==> config.mk <==
export PLATFORM = sky130hd
export DESIGN_NAME = firebird7_in_gate1_tessent_scanmux_secure_nway_flat
export DESIGN_NICKNAME = d
export VERILOG_FILES = /design/src/rtl/firebird7_in_gate1_tessent_scanmux_secure_nway_if.sv /design/src/rtl/firebird7_in_gate1_tessent_scanmux_secure_nway.sv /design/src/flat_wrapper.sv
export SDC_FILE = /design/constraint.sdc
export NUM_CORES = 1
export LEC_CHECK = 0
export BUFFER_PORTS_ARGS = -buffer_cell sky130_fd_sc_hd__buf_4
export CAP_MARGIN = 15
export CORE_AREA = 2 2 39 41
export CTS_CLUSTER_DIAMETER = 150
export CTS_CLUSTER_SIZE = 40
export DETAILED_ROUTE_END_ITERATION = 6
export DIE_AREA = 0 0 41 43
export PLACE_DENSITY_LB_ADDON = 0.08
export SLEW_MARGIN = 5
export SYNTH_ARGS = -nofsm -noshare
export SYNTH_HDL_FRONTEND = slang
export SYNTH_SLANG_ARGS = --single-unit
==> constraint.sdc <==
create_clock -name ijtag_tck -period 1.8 [get_ports ijtag_tck]
set_input_delay 0.36 -clock ijtag_tck [delete_from_list [all_inputs] [get_ports ijtag_tck]]
set_output_delay 0.36 -clock ijtag_tck [all_outputs]
set_load 0.05 [all_outputs]
==> src/rtl/firebird7_in_gate1_tessent_scanmux_secure_nway_if.sv <==
// Port bundle for the secure N-way IJTAG scan mux.
// The TAP-side controller or bench drives the master side. The mux block is the slave side.
interface firebird7_in_gate1_tessent_scanmux_secure_nway_if #(
    parameter int N_IN = 4
);
    logic            ijtag_sel;
    logic            ijtag_ce;
    logic            ijtag_se;
    logic            ijtag_ue;
    logic            ijtag_si;
    logic            ijtag_so;
    logic [N_IN-1:0] mux_in;
    logic            mux_out;
    logic            enable_in;
    logic [N_IN-1:0] enable_out;
    logic            secure_unlock;
    logic            sel_violation;

    modport master (
        output ijtag_sel, ijtag_ce, ijtag_se, ijtag_ue, ijtag_si,
        output mux_in, enable_in, secure_unlock,
        input  ijtag_so, mux_out, enable_out, sel_violation
    );

    modport slave (
        input  ijtag_sel, ijtag_ce, ijtag_se, ijtag_ue, ijtag_si,
        input  mux_in, enable_in, secure_unlock,
        output ijtag_so, mux_out, enable_out, sel_violation
    );
endinterface

==> src/rtl/firebird7_in_gate1_tessent_scanmux_secure_nway.sv <==
// Secure N-way IJTAG scan mux. A scan-programmed select register drives a shadowed branch select.
// The shadow is forced back to branch 0 whenever the security controller withholds unlock.
module firebird7_in_gate1_tessent_scanmux_secure_nway #(
    parameter int N_IN      = 4,
    parameter int RESET_SEL = 0
) (
    input logic ijtag_tck,
    input logic ijtag_reset,
    firebird7_in_gate1_tessent_scanmux_secure_nway_if.slave bus
);
    localparam int SEL_W = (N_IN > 2) ? $clog2(N_IN) : 1;
    localparam int SR_W  = SEL_W + 1;

    logic [SR_W-1:0]  sr_q, sr_d;
    logic [SEL_W-1:0] shd_q, shd_d;
    logic             vio_q, vio_d;

    logic [SEL_W-1:0] upd_v;
    logic             upd_w;
    logic             v_in_range;
    logic [N_IN-1:0]  enable_d;

    always_comb begin
        sr_d       = sr_q;
        shd_d      = shd_q;
        vio_d      = vio_q;
        upd_v      = sr_q[SEL_W-1:0];
        upd_w      = sr_q[SR_W-1];
        v_in_range = (int'(upd_v) < N_IN);

        if (bus.ijtag_sel) begin
            if (bus.ijtag_ce) begin
                sr_d = {vio_q, shd_q};
            end else if (bus.ijtag_se) begin
                sr_d = {bus.ijtag_si, sr_q[SR_W-1:1]};
            end

            // Update always decodes the pre-edge register contents, even when a capture or shift happens on the same edge.
            if (bus.ijtag_ue) begin
                if (!v_in_range) begin
                    vio_d = 1'b1;
                end else if (bus.secure_unlock || (upd_v == '0)) begin
                    shd_d = upd_v;
                    if (bus.secure_unlock && upd_w) begin
                        vio_d = 1'b0;
                    end
                end else begin
                    vio_d = 1'b1;
                end
            end
        end

        // The lock wins over everything, including a deselected segment.
        if (!bus.secure_unlock && (shd_q != '0)) begin
            shd_d = '0;
        end
    end

    always_ff @(posedge ijtag_tck or negedge ijtag_reset) begin
        if (!ijtag_reset) begin
            sr_q  <= '0;
            shd_q <= SEL_W'(RESET_SEL);
            vio_q <= 1'b0;
        end else begin
            sr_q  <= sr_d;
            shd_q <= shd_d;
            vio_q <= vio_d;
        end
    end

    always_comb begin
        enable_d = '0;
        for (int i = 0; i < N_IN; i++) begin
            enable_d[i] = bus.enable_in && (int'(shd_q) == i);
        end
    end

    assign bus.ijtag_so      = sr_q[0];
    assign bus.sel_violation = vio_q;
    assign bus.mux_out       = bus.mux_in[shd_q];
    assign bus.enable_out    = enable_d;
endmodule

==> src/flat_wrapper.sv <==
// flat-port wrapper written by rule: the top's interface ports become plain ports
module firebird7_in_gate1_tessent_scanmux_secure_nway_flat 
#(
    parameter int N_IN      = 4,
    parameter int RESET_SEL = 0
)
  (ijtag_tck, ijtag_reset, bus_ijtag_sel, bus_ijtag_ce, bus_ijtag_se, bus_ijtag_ue, bus_ijtag_si, bus_mux_in, bus_enable_in, bus_secure_unlock, bus_ijtag_so, bus_mux_out, bus_enable_out, bus_sel_violation);
  firebird7_in_gate1_tessent_scanmux_secure_nway_if #(.N_IN(N_IN)) bus_i ();
  input logic ijtag_tck;
  input logic ijtag_reset;
  input wire logic [$bits(bus_i.ijtag_sel)-1:0] bus_ijtag_sel;
  input wire logic [$bits(bus_i.ijtag_ce)-1:0] bus_ijtag_ce;
  input wire logic [$bits(bus_i.ijtag_se)-1:0] bus_ijtag_se;
  input wire logic [$bits(bus_i.ijtag_ue)-1:0] bus_ijtag_ue;
  input wire logic [$bits(bus_i.ijtag_si)-1:0] bus_ijtag_si;
  input wire logic [$bits(bus_i.mux_in)-1:0] bus_mux_in;
  input wire logic [$bits(bus_i.enable_in)-1:0] bus_enable_in;
  input wire logic [$bits(bus_i.secure_unlock)-1:0] bus_secure_unlock;
  output wire logic [$bits(bus_i.ijtag_so)-1:0] bus_ijtag_so;
  output wire logic [$bits(bus_i.mux_out)-1:0] bus_mux_out;
  output wire logic [$bits(bus_i.enable_out)-1:0] bus_enable_out;
  output wire logic [$bits(bus_i.sel_violation)-1:0] bus_sel_violation;
  assign bus_i.ijtag_sel = bus_ijtag_sel;
  assign bus_i.ijtag_ce = bus_ijtag_ce;
  assign bus_i.ijtag_se = bus_ijtag_se;
  assign bus_i.ijtag_ue = bus_ijtag_ue;
  assign bus_i.ijtag_si = bus_ijtag_si;
  assign bus_i.mux_in = bus_mux_in;
  assign bus_i.enable_in = bus_enable_in;
  assign bus_i.secure_unlock = bus_secure_unlock;
  assign bus_ijtag_so = bus_i.ijtag_so;
  assign bus_mux_out = bus_i.mux_out;
  assign bus_enable_out = bus_i.enable_out;
  assign bus_sel_violation = bus_i.sel_violation;
  firebird7_in_gate1_tessent_scanmux_secure_nway #(.N_IN(N_IN), .RESET_SEL(RESET_SEL)) u_core (.ijtag_tck(ijtag_tck), .ijtag_reset(ijtag_reset), .bus(bus_i));
endmodule
==> impl_results.md <==
* Outcome: finished clean
* NetSw at 0.158 mW
* Setup CP Type: reg2out
* Detailed Route WL at 949 µm
* Sequential-to-total area share from yosys stat at 37.6%
* Register bit count reported by yosys at 6
* Slew headroom at 84.5%
* Largest delay share family, worst path: multiplexers
* VDD IR max at 0.423 mV
* CP startpoint kind: flop
* Unique masters post-synth at 25
* First-pass GRT wire length at 1.51 mm
* Die W at 41 µm
* Power density over cell area at 767 nW/µm²
* Worst hold path type: in2reg
* RSZ-0062 raised after global routing: no
* Layout Nets at 75
* Routability Congestion at 0.675
* Cell-internal power at 0.294 mW
* Area Overhead vs Synth at 47.6%
* Post-CTS Repair Setup Buffers at 0
* Top-area cell type share of the netlist area at 37.6%
* Vias in the first global route at 349
* Worst Setup End Kind: output pin
* Syn_area_per_cell at 10.5 µm²
* DR vias at 383
* Clock Skew at 0.00169 ns
* Slowest-stage cell, CP: mux4_2
* Commonest non-fill, non-tap cell in the layout: buf_4
* CP Data Required Time at 1.44 ns
* Final setup viols at 0
* CTS tree: built
* Share of total power in the clock network at 29.3%
* Sw frac at 35.0%
* DRC violations left at 0
* Ports at 20
* PortBufs at 19
* DP Worst Slack at 0.254 ns
* Synthesized cell area at 399 µm²
* Initial core utilization at 28.8%
* Final Hold Viols at 0
* Largest net degree at the start of global routing at 15
* Leakage at 0.291 nW
* DRT iter0 DRCs at 1
* Share of layout cells above drive strength 1 at 53.3%
* Combinational share of power at 32.4%
* Initial antenna violation count at 0
* Synth Instances at 38
* CORE AREA at 1380 µm²
* Detailed Place HPWL at 720 µm
* Max-slew violation count at 0
* Commonest non-fill, non-tap cells in the layout: 19 x buf_4, 5 x dfrtp_1, 3 x inv_1, 3 x nand3_1, 3 x clkbuf_4
* Die area at 1760 µm²
* Arrival time worst endpoint at 1.38 ns
* Fillcell total at 141
* Clock Tree Root: clkbuf_4
* Tmin final at 1.74 ns
* Clock buffer depth at 2
* Crit-path max cell delay at 0.51 ns
* Fmax achieved at 574 MHz
* Sink Count at 6
* Worst-path clk slew at 0.05 ns
* Gr ovfl total at 0
* Yosys warnings at 0
* Worst path cell trace: mux4_2 -> buf_4
* Peak fanout along the critical path at 7
* Syn nets at 51
* # H-tree levels at 1
* Final cycle utilization of the critical path at 96.9%
* Reg power frac at 38.3%
* Cts bufs inserted at 3
* WL/cell at 12.5 µm
* Synth top area cells: dfrtp_1 38%, and4bb_2 6.3%, mux4_2 5.6%
* Most area-hungry cell type in the Yosys netlist: dfrtp_1
* DRT Pass-1 Iters at 2
* Ant diodes at 0
* Die height at 43 µm
* Final worst slack at 0.0565 ns
* Total GRT Usage at 13.0%
* Tightest Pin Transition at 0.232 ns
* Final hold slack at 0.391 ns
* Post-Route Setup TNS at 0 ns
* Vias per inst at 5.04
* Buf+Inv Stages, Crit Path at 1
* Detail Route Antenna Nets at 0
* Max Cap Viol at 0
* Latest clock arrival within the worst-skew pair at 0.25 ns
* Number of cell rows at 14
registers in the layout (all words and copies together) (netlist names):
name and count:
u_core.sr_q 3, u_core.bus.sel_violation 1, u_core.shd_q 2
Yosys cell counts:
master / instances
a21oi_1: 2
a221oi_1: 1
nand2_2: 1
and3b_1: 2
a21boi_0: 1
a21bo_2: 2
and3_1: 1
nand3_1: 3
buf_6: 1
inv_1: 3
mux4_2: 1
nand2_1: 1
o211a_1: 1
nor2_1: 1
and4bb_2: 2
a211oi_1: 1
nand4b_1: 1
nor2b_1: 1
o21ai_2: 1
a221o_1: 1
nor3b_1: 1
dfrtp_1: 6
or3b_2: 1
nand4_1: 1
nand2b_1: 1
worst reg2reg max path, stage by stage, from the launching register on:
cell and delay [ns]:
dfrtp_1 0.41, o211a_1 0.23, a221o_1 0.30
kinds of logic after synthesis:
group / after synthesis / synth area share, %
muxes: 1 / 5.64
DFF: 6 / 37.6
AOI/OAI and AO/OA: 10 / 20.7
buffers and inverters: 4 / 5.64
and+or+nand+nor: 17 / 30.4
power by group through the flow:
stage          Combinational, mW  Sequential [mW]  Clock [mW]
2_1_floorplan             0.0699            0.193           0
3_3_place_gp               0.145            0.176           0
3_5_place_dp               0.145            0.176           0
4_1_cts                    0.148            0.174       0.132
5_1_grt                    0.157            0.177       0.136
6_report                   0.146            0.173       0.132
per-layer routing:
metal  up-vias  part of all wire (%)  track usage, %
met4         0                   1.8            10.0
met3         2                    10            3.66
li1        190                     -               -
met5         -                     0               0
met1       175                    46            17.4
met2        16                    42            16.9
stage by stage:
stage | area, µm² | util (%) | power (mW) | cells
2_1_floorplan | 404 | - | 0.263 | 38
3_3_place_gp | 556 | 40.1 | 0.322 | 72
3_5_place_dp | 556 | 40.1 | 0.321 | 72
4_1_cts | 589 | 42.6 | 0.453 | 76
5_1_grt | 589 | 42.6 | 0.469 | 76
6_report | 589 | 42.6 | 0.452 | 76
layout make-up:
| class | count | area (µm²) | area share, % |
|---|---|---|---|
| inverters | 3 | 11.3 | 1.91 |
| well taps | 16 | 20.0 | 3.40 |
| flip-flops and latches | 6 | 151 | 25.7 |
| clock buffers | 3 | 22.5 | 3.82 |
| multi-input cells | 28 | 231 | 39.3 |
| repair buffers | 20 | 153 | 25.9 |
worst paths after layout:
| path | slack, ns | cells after the start | end | startpoint |
|---|---|---|---|---|
| setup / recovery | 0.06 | 2 | bus_mux_out | u_core.shd_q[0] |
| hold / removal | 0.39 | 3 | u_core.shd_q[0] | bus_secure_unlock |
| setup reg to reg | 0.74 | 2 | u_core.bus.sel_violation | u_core.sr_q[0] |
| hold reg to reg | 0.56 | 2 | u_core.sr_q[2] | u_core.sr_q[2] |
| max in group asynchronous | 1.20 | 2 | u_core.shd_q[0] | ijtag_reset |
| min in group asynchronous | 0.47 | 2 | u_core.bus.sel_violation | ijtag_reset |
repair_timing:
item,CTS,global route
gates resized for setup,1,0
setup endpoints to repair,1,0
hold buffers,1,0
endpoints found under the hold margin,6,0
(Power assumes the default switching activity.)
